$ cat src/rtl/fetch_pkg.sv
// Shared types and constants for the instruction fetch stage.
package fetch_pkg;

   // Native word width of a queued entry (instruction and PC fields).
   localparam int unsigned FETCH_XLEN = 32;

   // Byte size of one instruction; PC stride between sequential fetches.
   localparam int unsigned INSTR_SIZE = 4;

   // Next-PC source select driven by the execute stage; 2'b11 is reserved.
   typedef enum logic [1:0] {
      PCSRC_SEQ  = 2'b00,
      PCSRC_BR   = 2'b01,
      PCSRC_JALR = 2'b10
   } pcsrc_e;

   // One prefetched instruction together with the PC it was fetched from.
   typedef struct packed {
      logic [FETCH_XLEN-1:0] instr;
      logic [FETCH_XLEN-1:0] pc;
   } fetch_entry_t;

   // A redirect is a taken branch or a jalr; anything else falls through.
   function automatic logic is_redirect(input logic [1:0] src);
      return (src == PCSRC_BR) || (src == PCSRC_JALR);
   endfunction

endpackage

$ cat src/rtl/fetch_queue.sv
// Synchronous FIFO of fetched instructions sitting between memory and decode.
module fetch_queue
   import fetch_pkg::*;
#(
   parameter  int unsigned DEPTH = 4,
   localparam int unsigned PTR_W = $clog2(DEPTH),
   localparam int unsigned CNT_W = PTR_W + 1
) (
   input  logic             clk,
   input  logic             rst,
   input  logic             push,
   input  logic             pop,
   input  logic             clear,
   input  fetch_entry_t     din,
   output logic [CNT_W-1:0] count,
   output logic             empty,
   output logic             full,
   output fetch_entry_t     head
);

   fetch_entry_t     mem_q [DEPTH];
   fetch_entry_t     mem_d [DEPTH];
   logic [PTR_W-1:0] wr_ptr_q, wr_ptr_d;
   logic [PTR_W-1:0] rd_ptr_q, rd_ptr_d;
   logic [CNT_W-1:0] count_q, count_d;
   logic             do_push;
   logic             do_pop;

   assign count = count_q;
   assign empty = (count_q == '0);
   assign full  = (count_q == CNT_W'(DEPTH));
   assign head  = mem_q[rd_ptr_q];

   // Next-state: clear wins; otherwise a push into a full queue is only
   // accepted when a pop frees a slot in the same cycle.
   always_comb begin
      mem_d    = mem_q;
      wr_ptr_d = wr_ptr_q;
      rd_ptr_d = rd_ptr_q;
      count_d  = count_q;
      do_pop   = pop && !empty;
      do_push  = push && (!full || do_pop);
      if (clear) begin
         wr_ptr_d = '0;
         rd_ptr_d = '0;
         count_d  = '0;
      end else begin
         if (do_push) begin
            mem_d[wr_ptr_q] = din;
            wr_ptr_d        = wr_ptr_q + PTR_W'(1);
         end
         if (do_pop) begin
            rd_ptr_d = rd_ptr_q + PTR_W'(1);
         end
         count_d = count_q + CNT_W'(do_push) - CNT_W'(do_pop);
      end
   end

   // State registers; storage is zeroed on reset so the head reads 0.
   always_ff @(posedge clk) begin
      if (rst) begin
         for (int unsigned i = 0; i < DEPTH; i++) begin
            mem_q[i] <= '0;
         end
         wr_ptr_q <= '0;
         rd_ptr_q <= '0;
         count_q  <= '0;
      end else begin
         mem_q    <= mem_d;
         wr_ptr_q <= wr_ptr_d;
         rd_ptr_q <= rd_ptr_d;
         count_q  <= count_d;
      end
   end

endmodule

$ cat src/rtl/fetch_prefetch.sv
// Instruction fetch stage: PC generation, redirect handling and prefetch queue
// decoupling a pipelined, handshaked instruction memory from decode.
module fetch_prefetch
   import fetch_pkg::*;
#(
   parameter int unsigned              DATA_WIDTH    = 32,
   parameter int unsigned              ADDRESS_WIDTH = 32,
   parameter int unsigned              QUEUE_DEPTH   = 4,
   parameter logic [ADDRESS_WIDTH-1:0] RESET_PC      = '0
) (
   input  logic                     clk,
   input  logic                     rst,
   input  logic [1:0]               PCSrc,
   input  logic [ADDRESS_WIDTH-1:0] PCE,
   input  logic [DATA_WIDTH-1:0]    ImmExt,
   input  logic [DATA_WIDTH-1:0]    ALUResult,
   input  logic                     stall,
   output logic                     imem_req,
   output logic [ADDRESS_WIDTH-1:0] imem_addr,
   input  logic                     imem_gnt,
   input  logic                     imem_rvalid,
   input  logic [DATA_WIDTH-1:0]    imem_rdata,
   output logic [DATA_WIDTH-1:0]    InstrD,
   output logic [ADDRESS_WIDTH-1:0] PCD,
   output logic [ADDRESS_WIDTH-1:0] PCPlus4D,
   output logic                     ValidD
);

   localparam int unsigned CNT_W = $clog2(QUEUE_DEPTH) + 1;
   localparam logic [ADDRESS_WIDTH-1:0] STEP = ADDRESS_WIDTH'(INSTR_SIZE);

   logic [ADDRESS_WIDTH-1:0] fetch_pc_q, fetch_pc_d;
   logic [ADDRESS_WIDTH-1:0] resp_pc_q, resp_pc_d;
   logic [CNT_W-1:0]         outstanding_q, outstanding_d;
   logic [CNT_W-1:0]         discard_q, discard_d;
   logic [ADDRESS_WIDTH-1:0] target;
   logic [CNT_W:0]           occupancy;
   logic                     redirect;
   logic                     req_fire;
   logic                     resp_fire;
   logic                     q_push;
   logic                     q_pop;
   logic                     q_empty;
   logic                     q_full;
   logic [CNT_W-1:0]         q_count;
   fetch_entry_t             q_din;
   fetch_entry_t             q_head;

   assign redirect  = is_redirect(PCSrc);
   // Responses with nothing outstanding (e.g. straggling across a reset) are ignored.
   assign resp_fire = imem_rvalid && (outstanding_q != '0);
   // Queued plus in-flight entries never exceed the queue size, so no overflow.
   assign occupancy = {1'b0, q_count} + {1'b0, outstanding_q};
   assign imem_req  = !rst && !redirect && (occupancy < (CNT_W+1)'(QUEUE_DEPTH));
   assign imem_addr = fetch_pc_q;
   assign req_fire  = imem_req && imem_gnt;
   assign q_push    = resp_fire && !redirect && (discard_q == '0);
   assign q_pop     = !q_empty && !stall;

   // Redirect target; bit0 of a jalr target and bits[1:0] of any target are forced low.
   always_comb begin
      target = '0;
      case (PCSrc)
         PCSRC_BR:   target = PCE + ADDRESS_WIDTH'(ImmExt);
         PCSRC_JALR: target = ADDRESS_WIDTH'(ALUResult);
         default:    target = '0;
      endcase
      target[1:0] = 2'b00;
   end

   // Entry written into the queue on an accepted response.
   always_comb begin
      q_din       = '0;
      q_din.instr = FETCH_XLEN'(imem_rdata);
      q_din.pc    = FETCH_XLEN'(resp_pc_q);
   end

   // Next PC / counter state; a redirect discards everything still in flight.
   always_comb begin
      fetch_pc_d    = fetch_pc_q;
      resp_pc_d     = resp_pc_q;
      outstanding_d = outstanding_q;
      discard_d     = discard_q;
      if (redirect) begin
         fetch_pc_d    = target;
         resp_pc_d     = target;
         // outstanding already includes any stale responses still pending.
         outstanding_d = outstanding_q - CNT_W'(resp_fire);
         discard_d     = outstanding_q - CNT_W'(resp_fire);
      end else begin
         if (req_fire) begin
            fetch_pc_d = fetch_pc_q + STEP;
         end
         outstanding_d = outstanding_q + CNT_W'(req_fire) - CNT_W'(resp_fire);
         if (resp_fire) begin
            if (discard_q != '0) begin
               discard_d = discard_q - CNT_W'(1);
            end else begin
               resp_pc_d = resp_pc_q + STEP;
            end
         end
      end
   end

   // PC and in-flight bookkeeping registers.
   always_ff @(posedge clk) begin
      if (rst) begin
         fetch_pc_q    <= RESET_PC;
         resp_pc_q     <= RESET_PC;
         outstanding_q <= '0;
         discard_q     <= '0;
      end else begin
         fetch_pc_q    <= fetch_pc_d;
         resp_pc_q     <= resp_pc_d;
         outstanding_q <= outstanding_d;
         discard_q     <= discard_d;
      end
   end

   // Guards the issue gate: an accepted response must always find a free slot.
   always_ff @(posedge clk) begin
      if (!rst) begin
         assert (!(q_push && q_full && !q_pop));
      end
   end

   fetch_queue #(
      .DEPTH (QUEUE_DEPTH)
   ) u_queue (
      .clk   (clk),
      .rst   (rst),
      .push  (q_push),
      .pop   (q_pop),
      .clear (redirect),
      .din   (q_din),
      .count (q_count),
      .empty (q_empty),
      .full  (q_full),
      .head  (q_head)
   );

   // Decode-facing outputs read zero whenever the head is not valid.
   assign ValidD   = !q_empty;
   assign InstrD   = ValidD ? DATA_WIDTH'(q_head.instr) : '0;
   assign PCD      = ValidD ? ADDRESS_WIDTH'(q_head.pc) : '0;
   assign PCPlus4D = ValidD ? ADDRESS_WIDTH'(q_head.pc) + STEP : '0;

endmodule
$ cat config.mk
export PLATFORM = sky130hd
export DESIGN_NAME = fetch_prefetch
export DESIGN_NICKNAME = d
export VERILOG_FILES = /design/src/rtl/fetch_pkg.sv /design/src/rtl/fetch_queue.sv /design/src/rtl/fetch_prefetch.sv
export SDC_FILE = /design/constraint.sdc
export NUM_CORES = 1
export LEC_CHECK = 0
export CAP_MARGIN = 30
export CORE_MARGIN = 2
export CORE_UTILIZATION = 29
export DETAILED_ROUTE_END_ITERATION = 7
export GPL_TIMING_DRIVEN = 0
export SYNTH_ARGS = -nofsm -noshare
export SYNTH_HDL_FRONTEND = slang
export SYNTH_SLANG_ARGS = --single-unit
$ cat constraint.sdc
create_clock -name clk -period 5 [get_ports clk]
set_input_delay 1.5 -clock clk [delete_from_list [all_inputs] [get_ports clk]]
set_output_delay 1.5 -clock clk [all_outputs]
set_load 0.1 [all_outputs]
Word level (Yosys, flattened, before mapping):

Index checks and enable logic that the tools add are counted.

* register bits after elaboration: 333
* bits in latches: 0
* RAM bits: 0
* ROM bits: 0
* bits of input ports: 135
* memories kept: 0

* add/sub/neg operators: 13
* multiply operators: 0
* divide/modulo/power cells: 0
* order comparisons: 4
* equality and inequality tests: 4
* shifts and indexed selects: 0
* mux-type cells: 19
* bitwise operators: 4
* reductions and logical operators: 29

Operator list (count)
* bitwise mux 256 bit: 1
* two-way mux 32 bit: 8
* two-way mux 64 bit: 3
* binary-select mux 64 bit (select 2 bit): 1
* demux 64 bit (select 2 bit): 1
* adder 32 x 3 -> 32 bit (second input constant): 3
* case mux 32 bit (2 select lines): 1
* adder 32 bit: 1
* two-way mux 3 bit: 4
* logical AND 1 bit: 10
* subtractor 3 x 1 -> 3 bit: 3
* AND reduction 2 bit: 4
* adder 3 x 1 -> 3 bit: 2
* >= comparator 3 bit (second input constant): 2
* zero test 3 bit: 2
* NOT 2 -> 3 bit: 2
* nonzero test 2 bit: 3
* nonzero test 3 bit: 2
* zero test 1 bit: 5
* adder 2 x 1 -> 2 bit (second input constant): 2
* adder 3 x 3 -> 4 bit: 1
* < comparator 4 x 3 -> 1 bit (second input constant): 1
* equality test 3 bit (second input constant): 1
* < comparator 3 x 1 -> 1 bit (second input constant): 1
* other kinds (7): 9

Longest topological paths before layout:

Gate-level depths: netlist of run 1.

* word-level depth: 9
* gate-level depth with buffers: 17
* depth with buffers taken out: 16

Cells and area by module:

A second synthesis of run 1 with hierarchy kept.

* cell total of the unflattened synthesis: 2023
* area total of the unflattened synthesis: 19099.6 um2

By module, submodules not included
* fetch_queue: times used 1, cells each 1024, area each 12052.8 um2, seq. area each 5265.0 um2
* fetch_prefetch: times used 1, cells each 999, area each 7046.8 um2, seq. area each 1321.3 um2

Least setup slack after synthesis of run 1:

Ideal clock, no wire load.

* path kind: input -> register
* start point: in PCSrc[0]
* end point: reg outstanding_q[2]
* setup time: 128 ps
* data arrival time: 5872 ps
* setup slack: -999 ps
* stages: 17
* buffers on the path: 1
* cell sequence: inv_1 -> ha_1 -> nand2_1 -> or4_1 -> a31oi_1 -> and2_1 -> inv_2 -> buf_2 -> ha_1 -> inv_1 -> ha_1 -> fa_1 -> xor2_1 -> nor2_1 -> a21oi_1 -> xor2_1 -> nor2_1

* longest elaborated chain between the ends: 9
* elaborated cells on any way between the ends: 10

Ends and longest elaborated chain
* start, declared: line fetch_prefetch.sv:13 `input logic [1:0] PCSrc,`
* equality test 2 x 1 -> 1 bit or equality test 2 bit (tied branches): line fetch_pkg.sv:25 `return (src == PCSRC_BR) || (src == PCSRC_JALR);`
* logical OR 1 bit (*): line fetch_pkg.sv:25
* zero test 1 bit (*): line fetch_prefetch.sv:54 `assign imem_req = !rst && !redirect && (occupancy < (CNT_W+1)'(QUEUE_DEPTH));`
* logical AND 1 bit (*) (2 in series): line fetch_prefetch.sv:54
* named net imem_req: line fetch_prefetch.sv:18 `output logic imem_req,`
* logical AND 1 bit (*): line fetch_prefetch.sv:56 `assign req_fire = imem_req && imem_gnt;`
* adder 3 x 1 -> 3 bit (*): line fetch_prefetch.sv:94 `outstanding_d = outstanding_q + CNT_W'(req_fire) - CNT_W'(resp_fire);`
* subtractor 3 x 1 -> 3 bit (*): line fetch_prefetch.sv:94
* two-way mux 3 bit (*): line fetch_prefetch.sv:84 `if (redirect) begin`
* end signal, assigned: line fetch_prefetch.sv:115 `outstanding_q <= outstanding_d;`
* end, declared: line fetch_prefetch.sv:34 `logic [CNT_W-1:0] outstanding_q, outstanding_d;`

Mark *: on every way through the listed nets, which the timed path passes. The rest lies on a longest branch.
A chain may end at the register's enable or synchronous reset.

Worst setup path in the final report of run 1:

* start point: reg u_queue.count_q[0] (netlist: u_queue.count[0])
* end point: out PCD[4]

* longest elaborated chain between the ends: 2

Ends and longest elaborated chain
* start, declared: line fetch_queue.sv:25 `logic [CNT_W-1:0] count_q, count_d;`
* start signal, assigned: line fetch_queue.sv:72 `count_q <= count_d;`
* zero test 3 bit: line fetch_queue.sv:30 `assign empty = (count_q == '0);`
* two-way mux 32 bit: line fetch_prefetch.sv:145 `assign PCD = ValidD ? ADDRESS_WIDTH'(q_head.pc) : '0;`
* end, declared: line fetch_prefetch.sv:24 `output logic [ADDRESS_WIDTH-1:0] PCD,`

Every way passes these cells.

==> impl_results.md, run 1 <==
* Number of enable flip-flop cells after synthesis at 0
* Syn. warnings at 0
* Xor/xnor share of the synthesized area at 0.0379
* R2R cell count at 15
* Worst skew pair latency at 0.54 ns
* Post-Synth Simple-Gate Area at 0.233
* Crit-path cells: nor3_1 > inv_1 > clkbuf_1 > and2_1 > clkdlybuf4s50_1
* Row count at 89
* Worst Clk Skew at 0.0229 ns
* Total power at 6.97 mW
* Cells after Synth at 2,145
* Fraction of the mapped netlist area in adder cells at 0.0382
* Largest net degree at the start of global routing at 13
* Mux cell area share after synthesis at 0.0838
* Critical Path Max Stage Delay at 0.96 ns
* Core area at 0.0587 mm²
* Critical R2R Capture: outstanding_q[2]$_SDFF_PP0_
* Asr flop ratio synth at 0
* Die width at 247 µm
* Setup Total Neg Slack at 0 ns
* Top FF cell, synth: dfxtp_1
* Netlist cell types at 84
* Synth area leaders: dfxtp_1, nand2_1, a21oi_1
* DRC Markers at 0
* Slew Viols, Final at 0
* Largest family of logic cells by synthesized area: simple AND/OR/NAND/NOR gates
* Relative slew slack at 0.303
* Cell type with the highest aggregate area in the netlist: dfxtp_1
* WL/cell at approximately 19 µm
* Layout Cells excl Fill at between 3,000 and 4,000
* Buf+Inv Stages, Crit Path at 3
* Post-layout util at 0.380
* CTS tree: yes
* Post-DP HPWL at 46,100 µm
* Worst Setup SP: u_queue.count[0]$_SDFF_PP0_
* Clock root cell: clkbuf_16
* Min cycle time layout at 4.94 ns
* Area share of the largest cell type after synthesis at 0.376
* Post-route ant nets at 0
* Cell area after synthesis at 0.0171 mm²
* RR Startpoint: outstanding_q[2]$_SDFF_PP0_
* Inserted Clock Buffers at 37
* R2r setup slk at between 1 and 1.5 ns
* Full die area at 0.0610 mm²
* Initial antenna violation count at 1
* Max Cap Viol at 0
* First-pass GRT wire length at 93,200 µm
* Max Fclk at 203 MHz
* DRT Pass-1 Iters at 7
* Drt initial violations at 1,264
* Clock Tree Buf Depth at 3
* Clock transition at path regs at roughly 0.06 ns
* Critical path class: flip-flop to output pin
* Hold Vio Cnt, Final at 0
* Area Overhead vs Synth at 30.3%
* Worst vdd ir at around 180 µV
* Final nets at 2,646
* Final Cycle Share at 0.987
* Leakage at 7.64 nW
* Startpoint types: flip-flop
* Critical Path Stages at 5
* RSZ-0062 raised after global routing: true
* I/O Pins at 265
* Via count at 17,000
* Critical Path End Type: output pin
* Clk sinks at 321
* Worst Max-Slew Pin Slew at 1.04 ns
* Routed WL at 62,100 µm
* Worst-path fanout max at 10
* Sequential element share of the synthesized area at 0.376
* Hold Buf Count CTS at 0
* GPL Wtd Cong at about 0.91
* Status: finished clean
* Gr ovfl total at 0
* PwrDens at 313 mW/mm²
* Ant diodes at 0
* Post-Place Cells at 3,182
* Critical Path AT at roughly 3.4 ns
* Critical-path top delay cell: clkdlybuf4s50_1
* Htree depth at 2
* Layout cells sized above 1 at 0.104
* Initial core utilization at 0.292
* Critical path required time at 3.50 ns
* Synth Register Bits at 321
* Vias in the first global route at 16,400
* End of the critical path: PCD[4]
* Hold/Removal Path Class: flip-flop to flip-flop
* GRT Total Usage at 0.196
* Avg Synthesized Cell Area at 7.98 µm²
* CP top delay family: buffers and inverters
* Vias per cell at 5.22
* Port Buffers at 255
* Complex-gate fraction of the synthesized area at 0.184
* FILL cells at 5,997
* Setup-failing EPs final at 0
* Die height at 247 µm
[cell usage after synthesis, drive strengths merged (5+ instances only)]
cell type,n
a211oi,32
a21o,25
a21oi,321
a221oi,11
a22oi,11
a311oi,5
a31oi,15
and2,78
and3,18
and4,7
buf,33
clkbuf,130
dfxtp,321
ha,49
inv,27
mux4,62
nand2,589
nand2b,5
nand3,40
nand4,25
nor2,102
nor2b,7
nor3,21
nor4,5
o21a,8
o21ai,56
o21bai,5
o31ai,7
or2,6
or3,5
xnor2,27
xor2,47
[sequential cells by signal, indices dropped and copies added (netlist names)]
| signal | flops |
|---|---|
| u_queue.rd_ptr_q | 2 |
| resp_pc_q | 30 |
| outstanding_q | 3 |
| imem_addr | 30 |
| u_queue.wr_ptr_q | 2 |
| discard_q | 3 |
| u_queue.count | 3 |
| u_queue.mem_q | 248 |
[metrics by stage]
step,hold WS (ns),setup slack [ns],area [µm²]
4_1_cts,0.452,-0.0392,22000
2_1_floorplan,0.432,-0.0319,17100
3_3_place_gp,0.438,-1.18,20700
3_5_place_dp,0.445,-0.751,20800
6_report,0.449,0.0630,22300
5_1_grt,0.469,-0.0348,22300
[per-layer routing]
metal	global-route usage	wire length, µm
met5	0	0
met4	0.0611	1690
met3	0.0458	6090
met2	0.322	28700
met1	0.252	25600
[logic make-up after synthesis]
kind of cell,Yosys count
AOI/OAI and AO/OA,528
adders and majority gates,51
xor gates and xnor gates,74
buffers and inverters,192
muxes,65
DFF,321
and+or+nand+nor,913
other,1
[how the worst min path moves through the flow]
stage / start / to / depth (start not counted)
2_1_floorplan: u_queue.mem_q[134]$_SDFFE_PP0P_ / u_queue.mem_q[134]$_SDFFE_PP0P_ / 2
3_3_place_gp: u_queue.mem_q[177]$_SDFFE_PP0P_ / u_queue.mem_q[177]$_SDFFE_PP0P_ / 2
3_5_place_dp: u_queue.mem_q[11]$_SDFFE_PP0P_ / u_queue.mem_q[11]$_SDFFE_PP0P_ / 2
4_1_cts: u_queue.mem_q[11]$_SDFFE_PP0P_ / u_queue.mem_q[11]$_SDFFE_PP0P_ / 2
5_1_grt: u_queue.mem_q[97]$_SDFFE_PP0P_ / u_queue.mem_q[97]$_SDFFE_PP0P_ / 2
6_report: u_queue.mem_q[11]$_SDFFE_PP0P_ / u_queue.mem_q[11]$_SDFFE_PP0P_ / 2
[final cells by class]
class / instances / area, µm² / area share
Buffer: 163 / 718 / 0.0322
Clock inverter: 6 / 65.1 / 0.00292
Multi-Input combinational cell: 1637 / 10000 / 0.449
Timing Repair Buffer: 271 / 2880 / 0.129
Tap cell: 773 / 967 / 0.0434
Clock buffer: 57 / 1120 / 0.0503
Inverter: 29 / 109 / 0.00488
Sequential cell: 321 / 6430 / 0.288
[worst register-to-register path, stage by stage, from the launching register on]
cell,delay [ns]
dfxtp_1,0.42
ha_1,0.26
or4_4,0.52
a31oi_4,0.21
and2_1,0.26
inv_2,0.07
buf_2,0.20
ha_1,0.30
inv_1,0.04
ha_1,0.19
fa_1,0.38
xor2_1,0.16
nor2_1,0.06
a21oi_1,0.17
xor2_1,0.15
nor2_1,0.05
[timing repair]
action                     CTS  global route
setup buffers                1             5
resized for setup          221            21
setup endpoints to repair   67            44
pin swaps                    2             3
[power by group]
group / leakage, nW / internal [mW] / switching (mW) / total [mW]
Combinational: 4.47 / 0.538 / 1.04 / 1.58
Sequential: 2.59 / 2.65 / 0.0779 / 2.73
Clock: 0.583 / 1.59 / 1.08 / 2.67
[cell usage in the layout (no fill, tap or decap), types with 20 or more instances in the layout]
cell type,instances
a21oi_1,318
xnor2_1,27
xor2_1,47
clkdlybuf4s50_1,185
clkbuf_16,37
nand2_1,587
inv_1,24
dfxtp_1,321
nor2_1,98
clkbuf_1,136
a21o_1,25
mux4_2,60
o21ai_0,43
ha_1,47
nand3_1,36
buf_4,20
clkdlybuf4s15_2,36
and2_1,75
nor3_1,20
nand4_1,25
a211oi_1,30
(Power assumes the default switching activity.)
==> run 2, diff against run 1 <==
Settings changed: PLACE_DENSITY set to 0.47.
==> impl_results.md, run 2 (same netlist as run 1, synthesis figures left out) <==
* Inserted Clock Buffers at 39
* Cells on Worst Hold Path at 2
* RR Startpoint: discard_q[0]$_SDFFE_PP0P_
* Clk sinks at 321
* RSZ-0062 raised after global routing: false
* Vias in the first global route at ~16,000
* Row count at 89
* Clock Tree Buf Depth at 3
* Layout cells sized above 1 at 0.106
* Max Fclk at 204 MHz
* Cell internal pwr at 5.02 mW
* Status: finished clean
* Relative slew slack at 0.315
* WL/cell at just under 20 µm
* Startpoint types: flip-flop
* Setup-failing EPs final at 0
* Clock transition at path regs at 0.06 ns
* Worst vdd ir at 213 µV
* DRC Markers at 0
* Placed Area at 0.0208 mm²
* I/O Pins at between 200 and 300
* Clk pwr share at 0.405
* Clock root cell: clkbuf_16
* Via count at ~16,000
* Critical Path AT at 3.40 ns
* Drt initial violations at 899
* Total power at 7.27 mW
* Critical Path End Type: output pin
* Final Cycle Share at 0.981
* GPL Wtd Cong at ~0.89
* Die width at around 250 µm
* Reg power frac at 0.375
* Critical path class: flip-flop to output pin
* Net Sw Power at 2.25 mW
* Port Buffers at 255
* Register area at 0.00643 mm²
* Post-route ant nets at 0
* Worst skew pair latency at 0.55 ns
* First-pass GRT wire length at 97,000 µm
* Largest net degree at the start of global routing at 13
* Ant diodes at 0
* FILL cells at 6,018
* Slew Viols, Final at 0
* Htree depth at 2
* DRT Pass-1 Iters at 5
* Hold Buf Count CTS at 0
* R2R cell count at 11
* Worst Clk Skew at a little under 0.02 ns
* PwrDens at 323 mW/mm²
* Post-DP HPWL at between 40,000 and 50,000 µm
* Endpoint, Worst Hold: u_queue.mem_q[79]$_SDFFE_PP0P_
* Worst-path fanout max at 10
* GRT Total Usage at 0.207
* Max reg flops at 248
* Routed WL at 64,200 µm
* Worst hold margin at 0.450 ns
* Most frequent cells in the layout: nand2_1, dfxtp_1, a21oi_1
* Min cycle time layout at 4.90 ns
* Hold/Removal Path Class: flip-flop to flip-flop
* Initial antenna violation count at 0
* Full die area at just over 0.06 mm²
* Net Sw Frac at 0.310
* PnR worst setup slack at 0.0951 ns
* Combinational share of power at 0.221
* Critical R2R Capture: u_queue.mem_q[186]$_SDFFE_PP0P_
* Hold Vio Cnt, Final at 0
* Core area at between 0.05 and 0.06 mm²
* Biggest register: u_queue.mem_q
* Vias per cell at 5.03
* Leakage at 8.02 nW
* Post-route design area at 0.0225 mm²
* Hold Path Origin: u_queue.mem_q[79]$_SDFFE_PP0P_
* R2r setup slk at approximately 1.5 ns
* CTS tree: yes
* Post-layout util at 0.384
* Final nets at roughly 2,700
* Area Overhead vs Synth at 31.7%
* Gr ovfl total at 0
* Most common cell after layout, fill and taps aside: nand2_1
* Worst Max-Slew Pin Slew at 1.02 ns
* Initial core utilization at 0.292
* Worst slack, placed at -1.16 ns
* Critical path required time at 3.50 ns
* Multi-input gate area at 0.00998 mm²
* Max Cap Viol at 0
* Die height at 247 µm
[run 2: changes by cell type in the layout (fill, tap and decap cells not counted), sizes merged]
cell           change
clkdlybuf4s50     -13
clkbuf             -2
clkdlybuf4s15      -6
buf               +12
dlygate4sd2        -1
clkinv             +5
dlymetal6s2s      +13
inv                -2
bufinv             +3
clkinvlp           -1
[run 2: timing repair]
| action | in CTS | in global routing |
|---|---|---|
| endpoints found under the setup margin | 67 | 38 |
| resized for setup | 229 | 46 |
| pin swaps | 1 | 2 |
| setup buffers | 1 | 3 |
| endpoints found under the hold margin | 0 | 0 |
[run 2: stage by stage]
stage	instances	TNS, ns
finish	3265	0
global route	3265	0
CTS	3251	-0.000245
detailed placement	3182	-86.92
global placement	3178	-76.98
floorplan	2150	-0.0319
[run 2: layout make-up]
class / count / share of cell area
clock inverters: 11 / 0.00689
inverters: 29 / 0.00483
repair buffers: 275 / 0.134
plain buffers: 162 / 0.0315
well taps: 773 / 0.0429
multi-input cells: 1637 / 0.443
clock buffers: 57 / 0.0518
flip-flops and latches: 321 / 0.285
[run 2: metal layers]
metal | GRT usage | vias to the layer above | routed length (µm)
li1 | - | 8053 | -
met1 | 0.267 | 7767 | 28000
met2 | 0.347 | 510 | 30400
met3 | 0.0394 | 81 | 4350
met4 | 0.0629 | 0 | 1480
met5 | 0 | - | 0
[run 2: worst max-delay path: stages (launching register included)]
cell,delay (ns)
dfxtp_1,0.32
buf_6,0.20
buf_12,0.18
mux4_2,0.59
ha_4,0.29
and2_1,0.14
clkdlybuf4s50_1,1.14
[run 2: worst max-delay path by stage]
stage / startpoint / end / slack [ns] / depth (start not counted)
finish: u_queue.rd_ptr_q[0]$_SDFFE_PP0P_ / PCPlus4D[3] / 0.1 / 6
global route: u_queue.rd_ptr_q[0]$_SDFFE_PP0P_ / InstrD[8] / 0.004 / 8
CTS: u_queue.rd_ptr_q[0]$_SDFFE_PP0P_ / PCPlus4D[17] / -0.0002 / 10
detailed placement: PCSrc[0] / imem_req / -1.16 / 7
global placement: PCSrc[0] / imem_req / -1.16 / 7
floorplan: PCSrc[0] / outstanding_q[2]$_SDFF_PP0_ / -0.03 / 17
[run 2: power by group through the flow]
stage / Clock, mW / Combinational [mW] / Sequential [mW]
floorplan: 0 / 0.909 / 2.86
global placement: 0 / 1.54 / 2.78
detailed placement: 0 / 1.56 / 2.78
CTS: 3.00 / 1.58 / 2.72
global route: 3.10 / 1.75 / 2.74
finish: 2.94 / 1.60 / 2.72
==> run 3, diff against run 2 <==
Settings changed: CTS_CLUSTER_SIZE set to 14, SYNTH_HIERARCHICAL set to 1.
==> impl_results.md, run 3 <==
* Biggest register: u_queue/mem_q
* Placed Area at 0.0231 mm²
* Cells after Synth at about 2,000
* Max Cap Viol at 0
* Drt initial violations at 647
* Hold/Removal Path Class: flip-flop to flip-flop
* Slew Viols, Final at 0
* Clock Tree Buf Depth at 3
* Clk sinks at between 300 and 400
* Layout cells sized above 1 at 0.141
* RR Startpoint: u_queue/count[1]$_SDFF_PP0_
* Hold Path Origin: u_queue/mem_q[171]$_SDFFE_PP0P_
* Worst hold margin at 0.469 ns
* Gr ovfl total at 0
* Hold Vio Cnt, Final at 0
* Most frequent cells in the layout: dfxtp_1, nand2b_1, mux2i_1
* Vias in the first global route at 16,900
* PnR worst setup slack at approximately 0.08 ns
* Worst Clk Skew at roughly 0.033 ns
* Avg Synthesized Cell Area at about 9.4 µm²
* Post-route ant nets at 0
* Die width at 261 µm
* Post-route design area at 0.0250 mm²
* Cell area after synthesis at 0.0191 mm²
* I/O Pins at 265
* DRC Markers at 0
* Core area at 0.0655 mm²
* CTS tree: yes
* Post-layout util at 0.381
* First-pass GRT wire length at ~98,000 µm
* Inserted Clock Buffers at 39
* Status: finished clean
* Setup-failing EPs final at 0
* Final nets at 2,543
* Vias per cell at 4.95
* Hold Buf Count CTS at 0
* Leakage at 9.96 nW
* Worst-path fanout max at 10
* GRT Total Usage at 0.187
* Critical path required time at 3.50 ns
* Worst slack, placed at -2.23 ns
* Worst vdd ir at roughly 220 µV
* RSZ-0062 raised after global routing: true
* Worst Max-Slew Pin Slew at 1.04 ns
* Final Cycle Share at 0.984
* Most common cell after layout, fill and taps aside: dfxtp_1
* Max reg flops at 256
* Clock root cell: clkbuf_16
* Via count at about 16,000
* Area Overhead vs Synth at 30.8%
* Largest net degree at the start of global routing at 20
* Min cycle time layout at 4.92 ns
* Max Fclk at 203 MHz
* WL/cell at roughly 20 µm
* Worst skew pair latency at about 0.57 ns
* Htree depth at 2
* Routed WL at between 60,000 and 70,000 µm
* Port Buffers at 259
* Die height at 261 µm
* Relative slew slack at 0.301
* Critical Path AT at 3.42 ns
* Ant diodes at 0
* Critical path class: flip-flop to output pin
* Worst Setup SP: u_queue/rd_ptr_q[1]$_SDFFE_PP0P_
* Initial antenna violation count at 0
* Post-DP HPWL at 48,400 µm
* Clock transition at path regs at 0.06 ns
* R2r setup slk at 0.80 ns
* Critical Path End Type: output pin
* DRT Pass-1 Iters at 5
* Full die area at 0.0679 mm²
* GPL Wtd Cong at 0.897
* Syn. warnings at 6
* Initial core utilization at 0.291
* PwrDens at 287 mW/mm²
* Row count at 94
* Startpoint types: flip-flop
run 3: what timing repair did:
item	in CTS	in global routing
hold endpoints to repair	0	0
pin swaps	6	6
buffers inserted	9	4
gates resized for setup	252	37
endpoints found under the setup margin	174	50
run 3: path summary, 6_finish.rpt:
kind                                      to  cells after the start
min          u_queue/mem_q[171]$_SDFFE_PP0P_                      2
min reg2reg  u_queue/mem_q[171]$_SDFFE_PP0P_                      2
max                             PCPlus4D[29]                     13
max reg2reg      u_queue/count[2]$_SDFF_PP0_                     16
run 3: power by group:
part           internal [mW]  switching (mW)
sequential              2.69          0.0787
clock                   1.83            1.18
combinational          0.554           0.821
total                   5.08            2.08
run 3: layout make-up:
class	instances	area, µm²
buffer	134	785
clock buffer	56	1130
clock inverter	14	210
fill	6521	40500
inverter	31	116
multi-input combinational	1529	11900
sequential	329	6590
tap	864	1080
timing repair buffer	293	3180
run 3: metal layers:
layer	vias to the layer above	global-route usage	share of wire
li1	7814	-	-
met1	7760	0.228	0.43
met4	0	0.0576	0.025
met3	103	0.0398	0.056
met5	-	0	0
met2	421	0.327	0.48
run 3: critical path: stages, from the launching register on:
cell	delay, ns
dfxtp_2	0.33
clkbuf_16	0.15
clkbuf_16	0.17
mux4_2	0.27
and3_4	0.19
and2_4	0.16
nand4_1	0.18
or2_4	0.32
nor2_4	0.20
and3_4	0.30
nand3_4	0.11
xor2_4	0.17
nor2_4	0.13
buf_12	0.18
run 3: stage by stage:
| stage | power, mW | setup TNS, ns | cells |
|---|---|---|---|
| after floorplan | 3.69 | -0.123 | 2025 |
| after global placement | 4.14 | -195.20 | 3148 |
| after detailed placement | 4.18 | -190.13 | 3159 |
| after CTS | 7.22 | -0.476 | 3237 |
| after global routing | 7.47 | -0.0777 | 3250 |
| final | 7.16 | 0 | 3250 |
